==> src/rtl/rr_arbiter_4.sv <==
// rr_arbiter_4 -- four-requester round-robin arbiter with a bounded hold time.
//
// A requester keeps the grant for as long as it keeps requesting, unless
// another requester is waiting and the holder has already held it for
// MAX_HOLD cycles. Every release passes through one idle cycle. The priority
// pointer then moves to the requester after the one just released.
//
// Ports:
//   clk         in   rising-edge clock
//   reset       in   asynchronous, active-high reset
//   enable      in   arbiter enable; no grant is issued while low
//   req[3:0]    in   request lines, bit i = requester i
//   grant[3:0]  out  registered one-hot grant (or all zeros)
//   grant_idx   out  registered binary index of the granted requester;
//                    holds its last value while no grant is active
//   grant_valid out  registered OR of the grant bits
module rr_arbiter_4 #(
  parameter int unsigned MAX_HOLD = 8
) (
  input  logic       clk,
  input  logic       reset,
  input  logic       enable,
  input  logic [3:0] req,
  output logic [3:0] grant,
  output logic [1:0] grant_idx,
  output logic       grant_valid
);

  typedef enum logic {
    IDLE  = 1'b0,
    GRANT = 1'b1
  } state_t;

  localparam logic [7:0] HOLD_LAST = 8'(MAX_HOLD - 1);

  state_t     state_q, state_d;
  logic [1:0] ptr_q, ptr_d;
  logic [7:0] hold_q, hold_d;
  logic [3:0] grant_q, grant_d;
  logic [1:0] grant_idx_q, grant_idx_d;
  logic       grant_valid_q, grant_valid_d;

  logic [7:0] req_rot_wide;
  logic [3:0] req_rot;
  logic [1:0] sel_off;
  logic [1:0] sel;
  logic       any_req;
  logic       other_req;
  logic       owner_req;
  logic       release_grant;

  // Rotate the requests so the pointer position is bit 0, then pick the lowest set bit.
  always_comb begin
    req_rot_wide = {req, req} >> ptr_q;
    req_rot      = req_rot_wide[3:0];
    if (req_rot[0]) begin
      sel_off = 2'd0;
    end else if (req_rot[1]) begin
      sel_off = 2'd1;
    end else if (req_rot[2]) begin
      sel_off = 2'd2;
    end else begin
      sel_off = 2'd3;
    end
    // The addition wraps modulo 4 because both operands are 2 bits wide.
    sel     = ptr_q + sel_off;
    any_req = |req;
  end

  // Release conditions for the active grant. Requests from others matter only at the hold limit.
  always_comb begin
    other_req     = |(req & ~grant_q);
    owner_req     = req[grant_idx_q];
    release_grant = !owner_req || !enable || ((hold_q == HOLD_LAST) && other_req);
  end

  // State register and all registered datapath and outputs.
  always_ff @(posedge clk or posedge reset) begin
    if (reset) begin
      state_q       <= IDLE;
      ptr_q         <= 2'd0;
      hold_q        <= 8'd0;
      grant_q       <= 4'b0000;
      grant_idx_q   <= 2'd0;
      grant_valid_q <= 1'b0;
    end else begin
      state_q       <= state_d;
      ptr_q         <= ptr_d;
      hold_q        <= hold_d;
      grant_q       <= grant_d;
      grant_idx_q   <= grant_idx_d;
      grant_valid_q <= grant_valid_d;
    end
  end

  // Next-state logic.
  always_comb begin
    state_d = state_q;
    case (state_q)
      IDLE: begin
        if (enable && any_req) begin
          state_d = GRANT;
        end else begin
          state_d = IDLE;
        end
      end
      GRANT: begin
        if (release_grant) begin
          state_d = IDLE;
        end else begin
          state_d = GRANT;
        end
      end
      default: state_d = IDLE;
    endcase
  end

  // Next values for the pointer, the hold counter and the registered outputs.
  always_comb begin
    ptr_d         = ptr_q;
    hold_d        = hold_q;
    grant_d       = grant_q;
    grant_idx_d   = grant_idx_q;
    grant_valid_d = grant_valid_q;
    case (state_q)
      IDLE: begin
        if (enable && any_req) begin
          grant_d       = 4'b0001 << sel;
          grant_idx_d   = sel;
          grant_valid_d = 1'b1;
          hold_d        = 8'd0;
        end else begin
          grant_d       = 4'b0000;
          grant_valid_d = 1'b0;
        end
      end
      GRANT: begin
        if (release_grant) begin
          grant_d       = 4'b0000;
          grant_valid_d = 1'b0;
          ptr_d         = grant_idx_q + 2'd1;
          hold_d        = 8'd0;
        end else if (hold_q != HOLD_LAST) begin
          hold_d = hold_q + 8'd1;
        end else begin
          // Saturated: the grant is held for as long as nobody else is waiting.
          hold_d = hold_q;
        end
      end
      default: begin
        ptr_d         = 2'd0;
        hold_d        = 8'd0;
        grant_d       = 4'b0000;
        grant_idx_d   = 2'd0;
        grant_valid_d = 1'b0;
      end
    endcase
  end

  assign grant       = grant_q;
  assign grant_idx   = grant_idx_q;
  assign grant_valid = grant_valid_q;

endmodule

==> config.mk <==
export PLATFORM = sky130hd
export DESIGN_NAME = rr_arbiter_4
export DESIGN_NICKNAME = d
export VERILOG_FILES = /design/src/rtl/rr_arbiter_4.sv
export SDC_FILE = /design/constraint.sdc
export NUM_CORES = 1
export LEC_CHECK = 0
export CORE_MARGIN = 1.5
export CORE_UTILIZATION = 49
export DETAILED_ROUTE_END_ITERATION = 8
export HOLD_SLACK_MARGIN = 0.03
export MAX_ROUTING_LAYER = met4
export PLACE_DENSITY = 0.75
export SLEW_MARGIN = 10
export SYNTH_ARGS = -nofsm -noshare
export SYNTH_HDL_FRONTEND = slang
export SYNTH_SLANG_ARGS = --single-unit
export TNS_END_PERCENT = 5
==> constraint.sdc <==
create_clock -name clk -period 1.6 [get_ports clk]
set_input_delay 0.24 -clock clk [delete_from_list [all_inputs] [get_ports clk]]
set_output_delay 0.24 -clock clk [all_outputs]
set_load 0.005 [all_outputs]
* Yosys cells after proc, flatten, opt, wreduce, memory -nomap -nowiden
Index checks and enable logic that the tools add are counted.
** Storage, ports and cells
- Output and inout port bits :: 7
- Register bits :: 18
- Logic and storage cells :: 48
- Input port bits :: 7
** Operators by class
- Order comparisons :: 1
- $add $sub $neg :: 3
- Multiplexer cells :: 17
- Shift-type cells :: 2
- Bitwise gates (word level) :: 3
- Reduce and logical (&&, ||, !) cells :: 11
- Eq/ne operators :: 5
** Operator list (number)
- two-way mux 8 bit :: 3
- case mux 8 bit (2 select lines) :: 1
- adder 8 x 1 -> 8 bit, second input constant :: 1
- == test 8 x 3 -> 1 bit, second input constant :: 1
- two-way mux 4 bit :: 2
- inequality test 8 x 3 -> 1 bit, second input constant :: 1
- case mux 4 bit (2 select lines) :: 1
- OR reduction 4 bit :: 2
- >> shifter 8 x 2 -> 3 bit :: 1
- AND reduction 2 bit :: 3
- two-way mux 1 bit :: 5
- AND 4 bit :: 1
- two-way mux 2 bit :: 2
- inverter 4 bit :: 1
- case mux 1 bit (2 select lines) :: 2
- << shifter 1 x 2 -> 4 bit, first input constant :: 1
- less-than comparator 2 x 3 -> 1 bit, second input constant :: 1
- inequality test 3 x 1 -> 1 bit, second input constant :: 1
- adder 2 x 1 -> 2 bit, second input constant :: 1
- adder 2 bit :: 1
- binary-select mux 1 bit (select 2 bit) :: 1
- logical AND 1 bit :: 2
- zero test 1 bit :: 2
- logical OR 1 bit :: 2
- 3 further kinds :: 3

* Longest topological paths before layout
Gate-level depths: netlist (run 1).
- Depth after elaboration :: 8
- Depth in mapped cells :: 8
- Gate-level depth less buffers :: 8

* Worst setup path before layout (run 1)
Ideal clock, no wire load.
- Kind :: reg2reg
- Start :: register ptr_q[0]
- End :: register grant_q[0] (netlist: grant[0])
- Path buffers :: 1
- Required time :: 1.522 ns
- Arrival time :: 1.680 ns
- Library setup time :: 0.078 ns
- Slack :: -0.157 ns
- Clock period less this slack :: 1.757 ns
- Cell stages (with the launch flop) :: 9
- Cells stage by stage :: dfrtp_1 -> buf_2 -> inv_1 -> nor3b_1 -> a21oi_1 -> o211ai_1 -> ha_1 -> or3_1 -> o2bb2ai_1
** On the way
- Longest elaborated chain between the ends :: 8
** Ends and longest elaborated chain
- start, declared :: line 37 : logic [1:0] ptr_q, ptr_d;
- start signal, assigned :: line 88 : ptr_q <= ptr_d;
- >> shifter 8 x 2 -> 3 bit :: line 54 : req_rot_wide = {req, req} >> ptr_q;
- two-way mux 1 bit :: line 60 : end else if (req_rot[2]) begin
- two-way mux 2 bit :: line 58 : end else if (req_rot[1]) begin
- two-way mux 2 bit :: line 56 : if (req_rot[0]) begin
- adder 2 bit * :: line 66 : sel = ptr_q + sel_off;
- via sel[0] :: line 46 : logic [1:0] sel;
- << shifter 1 x 2 -> 4 bit * :: line 128 : grant_d = 4'b0001 << sel;
- two-way mux 4 bit * :: line 127 : if (enable && any_req) begin
- case mux 4 bit (2 select lines) * :: line 125 : case (state_q)
- end signal, assigned :: line 90 : grant_q <= grant_d;
- end, declared :: line 39 : logic [3:0] grant_q, grant_d;
The timed path passes the listed nets; every way through them passes the cells marked *.
A chain may end at the register's enable or synchronous reset.

* Worst setup path in the final report (run 1)
Ends and elaborated chain as after synthesis.

==> metrics.md, run 1 <==
| Metric | Value |
|---|---|
| Arrival @ worst endpoint | `1.94 ns` |
| Ys async rst share | `100%` |
| # setup viols final | `4` |
| Post-Route WL | `2580 um` |
| Num CTS Buffers | `3` |
| Worst hold slack | `0.246 ns` |
| Initial core utilization | `51.5%` |
| Vias in the first global route | `1005` |
| Outcome | `finished, violations left` |
| Critical Path Slowest Stage Cell | `dfrtp_2` |
| Worst hold path type | `in -> async` |
| CP Max Fanout | `8` |
| ANT nets after route | `0` |
| Sw frac | `36.7%` |
| Worst setup margin | `-0.115 ns` |
| Die height | `51.2 um` |
| VDD IR max | `1.21 mV` |
| Layout area overhead | `36.8%` |
| GR Overflow Total | `0` |
| Initial antenna violation count | `0` |
| Largest net degree at the start of global routing | `19` |
| Yosys cell types | `45` |
| Cell internal pwr | `1400 uW` |
| Worst Setup Start Kind | `flip-flop` |
| Register clock-pin slew on the reported worst setup and hold paths | `0.11 ns` |
| Clock sinks | `18` |
| Core area | `0.00221 mm^2` |
| RD Place Congestion | `0.808` |
| First-pass GRT wire length | `4530 um` |
| Final period util | `107%` |
| Layout Nets | `171` |
| Top FF cell, synth | `dfrtp_1` |
| Syn nets | `127` |
| Routed WL per cell | `13.6 um` |
| Max-slew violation count | `0` |
| Die X-Extent | `51.2 um` |
| Final TNS setup | `-0.317 ns` |
| Post-synthesis sequential area ratio | `39.5%` |
| Worst reg2reg setup slack | `-0.11 ns` |
| Sequential power share | `34.6%` |
| Combinational share of power | `52.7%` |
| Remaining DRCs | `0` |
| Clock root cell | `clkbuf_4` |
| FF-to-FF Start | `ptr_q[0]` |
| Clock share of power | `12.7%` |
| Required @ worst endpoint | `1.82 ns` |
| Final Core Density | `70.5%` |
| CTS Hold Bufs | `0` |
| Clock Path Buffers | `2` |
| Clk_skew | `0.00629 ns` |
| Cell Chain, Critical Path | `inv_2 > nor3b_2 > a21oi_1 > o211ai_1 > ha_1 > or3_1 > o2bb2ai_1` |
| Worst slew pin tran | `0.340 ns` |
| Vias per cell | `5.24` |
| CTS tree | `built` |
| H-tree Lvls | `1` |
| PwrDens | `1420 mW/mm^2` |
| Net load switching power | `810 uW` |
| RR Endpoint | `grant[0]` |
| Syn avg cell area | `9.66 um^2` |
| P_leak | `0.000755 uW` |
| Worst-Skew Late Latency | `0.30 ns` |
| Drt pass-1 iters | `2` |
| Layout cell share with drive strength beyond 1 | `32.9%` |
| Vias | `991` |
| Crit path kind | `reg -> reg` |
| Slew margin rel. | `77.3%` |
| Warnings, synthesis | `0` |
| DP Wirelength | `2050 um` |
| Final Hold Viols | `0` |
| Total GRT Usage | `24.2%` |
| Max stage delay on crit path | `0.46 ns` |
| RSZ-0062 raised after global routing | `true` |
| Antenna diodes | `0` |
| Die ar. | `0.00262 mm^2` |
| 1st-iter DRT viols | `7` |
| Post-Syn Area | `0.00114 mm^2` |
| Yosys reg bits | `18` |
| Worst-case reg-to-reg path depth | `7` |
| Gate count after technology mapping | `118` |
| IO Count | `14` |
| Failing checks | `negative setup slack` |
| Max frequency | `583 MHz` |
| I/O Buffers | `13` |
| Site row count | `17` |
| Min Tclk post-route | `1.71 ns` |
| EDFF count, synth | `0` |
| Endpoint class of the critical path | `flip-flop` |
| Maxcap violations | `0` |
cells in the mapped netlist, types with 2 or more instances:
master	instances	area, um^2
dfrtp_1	18	450
nand2_1	16	60.1
nor2_1	11	41.3
o21ai_0	7	35.0
inv_1	6	22.5
mux2i_1	5	50.1
nand2b_1	4	25.0
nand3_1	4	20.0
a21oi_1	3	15.0
nor3_1	3	15.0
xnor2_1	3	26.3
a211o_1	2	17.5
a22o_1	2	17.5
ha_1	2	25.0
o2bb2ai_1	2	17.5
registers in the layout, summed over array words and instances, names as in the netlist:
register,flops
grant,4
state_q,1
grant_idx,2
grant_valid,1
hold_q,8
ptr_q,2
cell type report:
cell class / instances / area, um^2
fill: 180 / 653
multi-input combinational: 90 / 649
sequential: 18 / 452
timing repair buffer: 43 / 364
clock buffer: 4 / 36.3
tap: 28 / 35.0
inverter: 6 / 22.5
logic make-up (layout without fill, tap and decap cells):
logic type | count (synthesis) | after routing | synth area share [%]
buf+inv | 10 | 53 | 5.27
xor+xnor | 4 | 4 | 3.07
mux | 7 | 7 | 6.37
compound gates | 30 | 30 | 21.7
simple gates | 47 | 47 | 21.8
flops | 18 | 18 | 39.5
fa+ha+maj | 2 | 2 | 2.20
timing repair:
action                     in CTS  in global routing
buffers inserted                1                  0
pin swaps                       4                  1
setup endpoints to repair      18                 15
gates cloned                    0                  0
gates resized for setup         7                  6
how the worst max path moves through the flow:
stage | startpoint | end | slack [ns] | cells past startpoint
6_report | ptr_q[0] | grant[0] | -0.11 | 7
5_1_grt | ptr_q[0] | grant[0] | -0.23 | 7
4_1_cts | ptr_q[0] | grant[0] | -0.13 | 7
3_5_place_dp | req[2] | grant[0] | -0.48 | 7
3_3_place_gp | req[0] | grant_idx[1] | -0.43 | 8
2_1_floorplan | ptr_q[0] | grant[0] | -0.08 | 7
routing by layer:
metal	vias to the layer above	track usage (%)	wire length (um)
met2	11	40.9	1280
met3	4	2.92	34
met1	464	29.6	1210
met4	0	9.65	48
met5	-	-	0
li1	512	-	-
power groups by stage:
| stage | logic (uW) | clock network, uW | registers, uW |
|---|---|---|---|
| 2_1_floorplan | 643 | 0 | 709 |
| 3_3_place_gp | 1060 | 0 | 749 |
| 3_5_place_dp | 1100 | 0 | 765 |
| 4_1_cts | 1140 | 287 | 759 |
| 5_1_grt | 1280 | 308 | 787 |
| 6_report | 1160 | 281 | 764 |
cell usage in the layout, fill, tap and decap left out, drive strengths merged, types with 2 or more instances in the layout:
cell type      netlist  layout
a211o                2       2
a21oi                3       3
a22o                 2       2
buf                  3      30
clkbuf               1       4
clkdlybuf4s50        0       8
dfrtp               18      18
dlygate4sd2          0       3
dlymetal6s2s         0       2
ha                   2       2
inv                  6       6
mux2                 2       2
mux2i                5       5
nand2               16      16
nand2b               4       4
nand3                4       4
nor2                12      12
nor3                 5       5
o211ai               2       2
o21ai                8       8
o2bb2ai              2       2
xnor2                3       3
critical path: cells and delay by family (launching register included):
family / cells / cell delay (ns)
flops: 1 / 0.46
fa+ha+maj: 1 / 0.27
buf+inv: 1 / 0.07
simple gates: 2 / 0.50
compound gates: 3 / 0.35
metrics by stage:
stage | power (uW) | area [um^2] | worst slack [ns] | cells
4_1_cts | 2190 | 1540 | -0.131 | 189
2_1_floorplan | 1350 | 1150 | -0.0847 | 118
6_report | 2210 | 1560 | -0.115 | 189
3_3_place_gp | 1810 | 1490 | -0.433 | 184
3_5_place_dp | 1870 | 1490 | -0.477 | 184
5_1_grt | 2380 | 1560 | -0.225 | 189
Power figures use the tool's default switching activity.
==> inputs of run 2 (changes only) <==
--- a/config.mk
+++ b/config.mk
@@ -6,11 +6,11 @@
 export NUM_CORES = 1
 export LEC_CHECK = 0
 export CORE_MARGIN = 1.5
-export CORE_UTILIZATION = 49
+export CORE_UTILIZATION = 50
 export DETAILED_ROUTE_END_ITERATION = 8
 export HOLD_SLACK_MARGIN = 0.03
 export MAX_ROUTING_LAYER = met4
-export PLACE_DENSITY = 0.75
+export PLACE_DENSITY = 0.74
 export SLEW_MARGIN = 10
 export SYNTH_ARGS = -nofsm -noshare
 export SYNTH_HDL_FRONTEND = slang
==> constraint.sdc (replaced) <==
create_clock -name clk -period 1.85 [get_ports clk]
set_input_delay 0.2775 -clock clk [delete_from_list [all_inputs] [get_ports clk]]
set_output_delay 0.2775 -clock clk [all_outputs]
set_load 0.005 [all_outputs]
==> run 2 against run 1 <==
The run now ends clean. Combinational power shrank 22%. Die area down 1.9%. First-iteration DRC count grew to 2.6 times the previous value. Final cell count fell by 5.8%. Worst setup slack improved by 0.19 ns. Sequential power down 13%. Global-route usage shrank 0.81 points. Highest routed layer unchanged.
==> metrics.md, run 2 (synthesis gave the netlist of run 1 again) <==
| Metric | Value |
|---|---|
| IO Count | `14 (unchanged)` |
| Remaining DRCs | `0 (unchanged)` |
| Worst slew pin tran | `0.305 ns (-0.0350 ns)` |
| Die height | `50.7 um (-0.95%)` |
| Vias | `982 (-0.91%)` |
| Vias in the first global route | `1000 (-0.50%)` |
| Max frequency | `564 MHz` |
| Antenna diodes | `0 (unchanged)` |
| Critical path's top delay family | `buffers and inverters` |
| VDD IR max | `0.872 mV (-28%)` |
| Clock Path Buffers | `2 (unchanged)` |
| Clock root cell | `clkbuf_4` |
| Initial core utilization | `52.0% (+0.50 points)` |
| Crit path kind | `in -> reg` |
| Max stage delay on crit path | `0.52 ns (+0.06 ns)` |
| DP Wirelength | `1930 um (-5.8%)` |
| Non-Filler Instances | `178 (-5.8%)` |
| Min Tclk post-route | `1.77 ns` |
| Die ar. | `0.00258 mm^2 (-1.9%)` |
| Maxcap violations | `0 (unchanged)` |
| Post-Route WL | `2460 um (-4.7%)` |
| Final Core Density | `66.9% (-3.5 points)` |
| Worst-case reg-to-reg path depth | `7 (unchanged)` |
| Num CTS Buffers | `3 (unchanged)` |
| Layout area overhead | `28.7%` |
| Critical Path Slowest Stage Cell | `clkdlybuf4s50_1` |
| Worst-Skew Late Latency | `0.29 ns (about the same)` |
| Required @ worst endpoint | `2.04 ns (+0.22 ns)` |
| First-pass GRT wire length | `4420 um (-2.4%)` |
| Clock sinks | `18 (unchanged)` |
| Most frequent cells in the layout | `buf_4, dfrtp_1, nand2_1` |
| Final Hold Viols | `0 (unchanged)` |
| Slew margin rel. | `79.6% (+2.3 points)` |
| Die X-Extent | `50.7 um (-0.95%)` |
| RSZ-0062 raised after global routing | `false` |
| Register clock-pin slew on the reported worst setup and hold paths | `0.10 ns (about the same)` |
| Arrival @ worst endpoint | `1.96 ns (+0.02 ns)` |
| Max-slew violation count | `0 (unchanged)` |
| Biggest register | `hold_q` |
| Total GRT Usage | `23.4% (-0.81 points)` |
| CP Max Fanout | `5 (-3)` |
| Layout cell share with drive strength beyond 1 | `28.0% (-4.9 points)` |
| RD Place Congestion | `0.800 (-0.99%)` |
| ANT nets after route | `0 (unchanged)` |
| Routed WL per cell | `13.8 um (+1.2%)` |
| Worst hold slack | `0.282 ns (+0.0366 ns)` |
| P_leak | `0.000691 uW (-8.5%)` |
| 1st-iter DRT viols | `18 (+11)` |
| # setup viols final | `0 (-4)` |
| Overall power | `1760 uW (-20%)` |
| Levels on crit path | `10 (+3)` |
| H-tree Lvls | `1 (unchanged)` |
| Largest register FFs | `8 (unchanged)` |
| CTS tree | `built` |
| Worst hold path type | `in -> async` |
| Core area | `0.00219 mm^2 (-0.96%)` |
| CP bufs+invs | `3 (+2)` |
| Drt pass-1 iters | `4 (+2)` |
| Placed cells | `175 (-4.9%)` |
| Initial antenna violation count | `0 (unchanged)` |
| Final period util | `95.8%` |
| Clk_skew | `0.00597 ns (-0.000323 ns)` |
| GR Overflow Total | `0 (unchanged)` |
| Outcome | `finished, final reports clean` |
| PwrDens | `1200 mW/mm^2 (-15%)` |
| Cell Chain, Critical Path | `clkdlybuf4s50_1 > inv_2 > nand3_1 > o31ai_2 > nand2_1 > o211ai_1 > ha_1 > xnor2_1 > buf_4 > mux2_2` |
| Worst Setup Start Kind | `primary input` |
| Endpoint class of the critical path | `flip-flop` |
| Most common cell after layout, fill and taps aside | `buf_4` |
| Layout Nets | `161 (-5.8%)` |
| Largest net degree at the start of global routing | `19 (unchanged)` |
| Vias per cell | `5.52 (+5.2%)` |
| CTS Hold Bufs | `0 (unchanged)` |
| Site row count | `17 (unchanged)` |
| I/O Buffers | `13 (unchanged)` |
## run 2: what timing repair did
action,in CTS,in global routing
buffers inserted,0,0
setup endpoints to repair,0,5
resized for setup,0,9
## run 2: cell type report
cell class,instances,area [um^2]
inverters,6,22.5
well taps,28,35.0
clock buffers,3,22.5
multi-input cells,90,647
fillers,169,724
repair buffers,33,288
flip-flops and latches,18,452
## run 2: worst reg2reg max path: stages (launching register included)
cell	delay, ns
dfrtp_2	0.43
inv_1	0.09
nor3b_2	0.17
a21oi_1	0.05
o211ai_1	0.17
ha_1	0.26
or3_1	0.36
o2bb2ai_1	0.12
## run 2: worst paths after layout
check                           startpoint            to  slack, ns
worst min-delay path                 reset      grant[1]       0.28
worst max register to register    ptr_q[0]      grant[0]       0.13
min in group clk                  grant[0]      grant[0]       0.52
worst min register to register    grant[0]      grant[0]       0.52
worst max-delay path                req[3]  grant_idx[1]       0.08
max in group asynchronous            reset      ptr_q[0]       1.36
## run 2: metal layers
layer  global-route usage (%)  part of all wire [%]  routed length, um
met1                     27.8                    43               1060
met2                     40.4                    52               1280
met3                     2.98                   3.1                 77
met4                     9.01                   1.5                 36
met5                        -                     0                  0
## run 2: power by group
group / switching (uW) / total [uW] / internal, uW
sequential: 154 / 666 / 512
clock: 117 / 193 / 75.9
combinational: 378 / 900 / 521
## run 2: metrics by stage
| stage | setup WS [ns] | TNS, ns | area (um^2) |
|---|---|---|---|
| final | 0.0780 | 0 | 1470 |
| after floorplan | 0.0927 | 0 | 1140 |
| after global placement | -0.225 | -2.18 | 1420 |
| after global routing | 0.00102 | 0 | 1470 |
| after CTS | 0.0547 | 0 | 1440 |
| after detailed placement | -0.245 | -2.42 | 1420 |
==> inputs of run 3 (changes only) <==
--- a/config.mk
+++ b/config.mk
@@ -11,6 +11,7 @@
 export HOLD_SLACK_MARGIN = 0.03
 export MAX_ROUTING_LAYER = met4
 export PLACE_DENSITY = 0.74
+export SKIP_CTS_REPAIR_TIMING = 1
 export SLEW_MARGIN = 10
 export SYNTH_ARGS = -nofsm -noshare
 export SYNTH_HDL_FRONTEND = slang
==> results of run 3 <==
Final layout, timing and power as in run 2 (identical DEF).
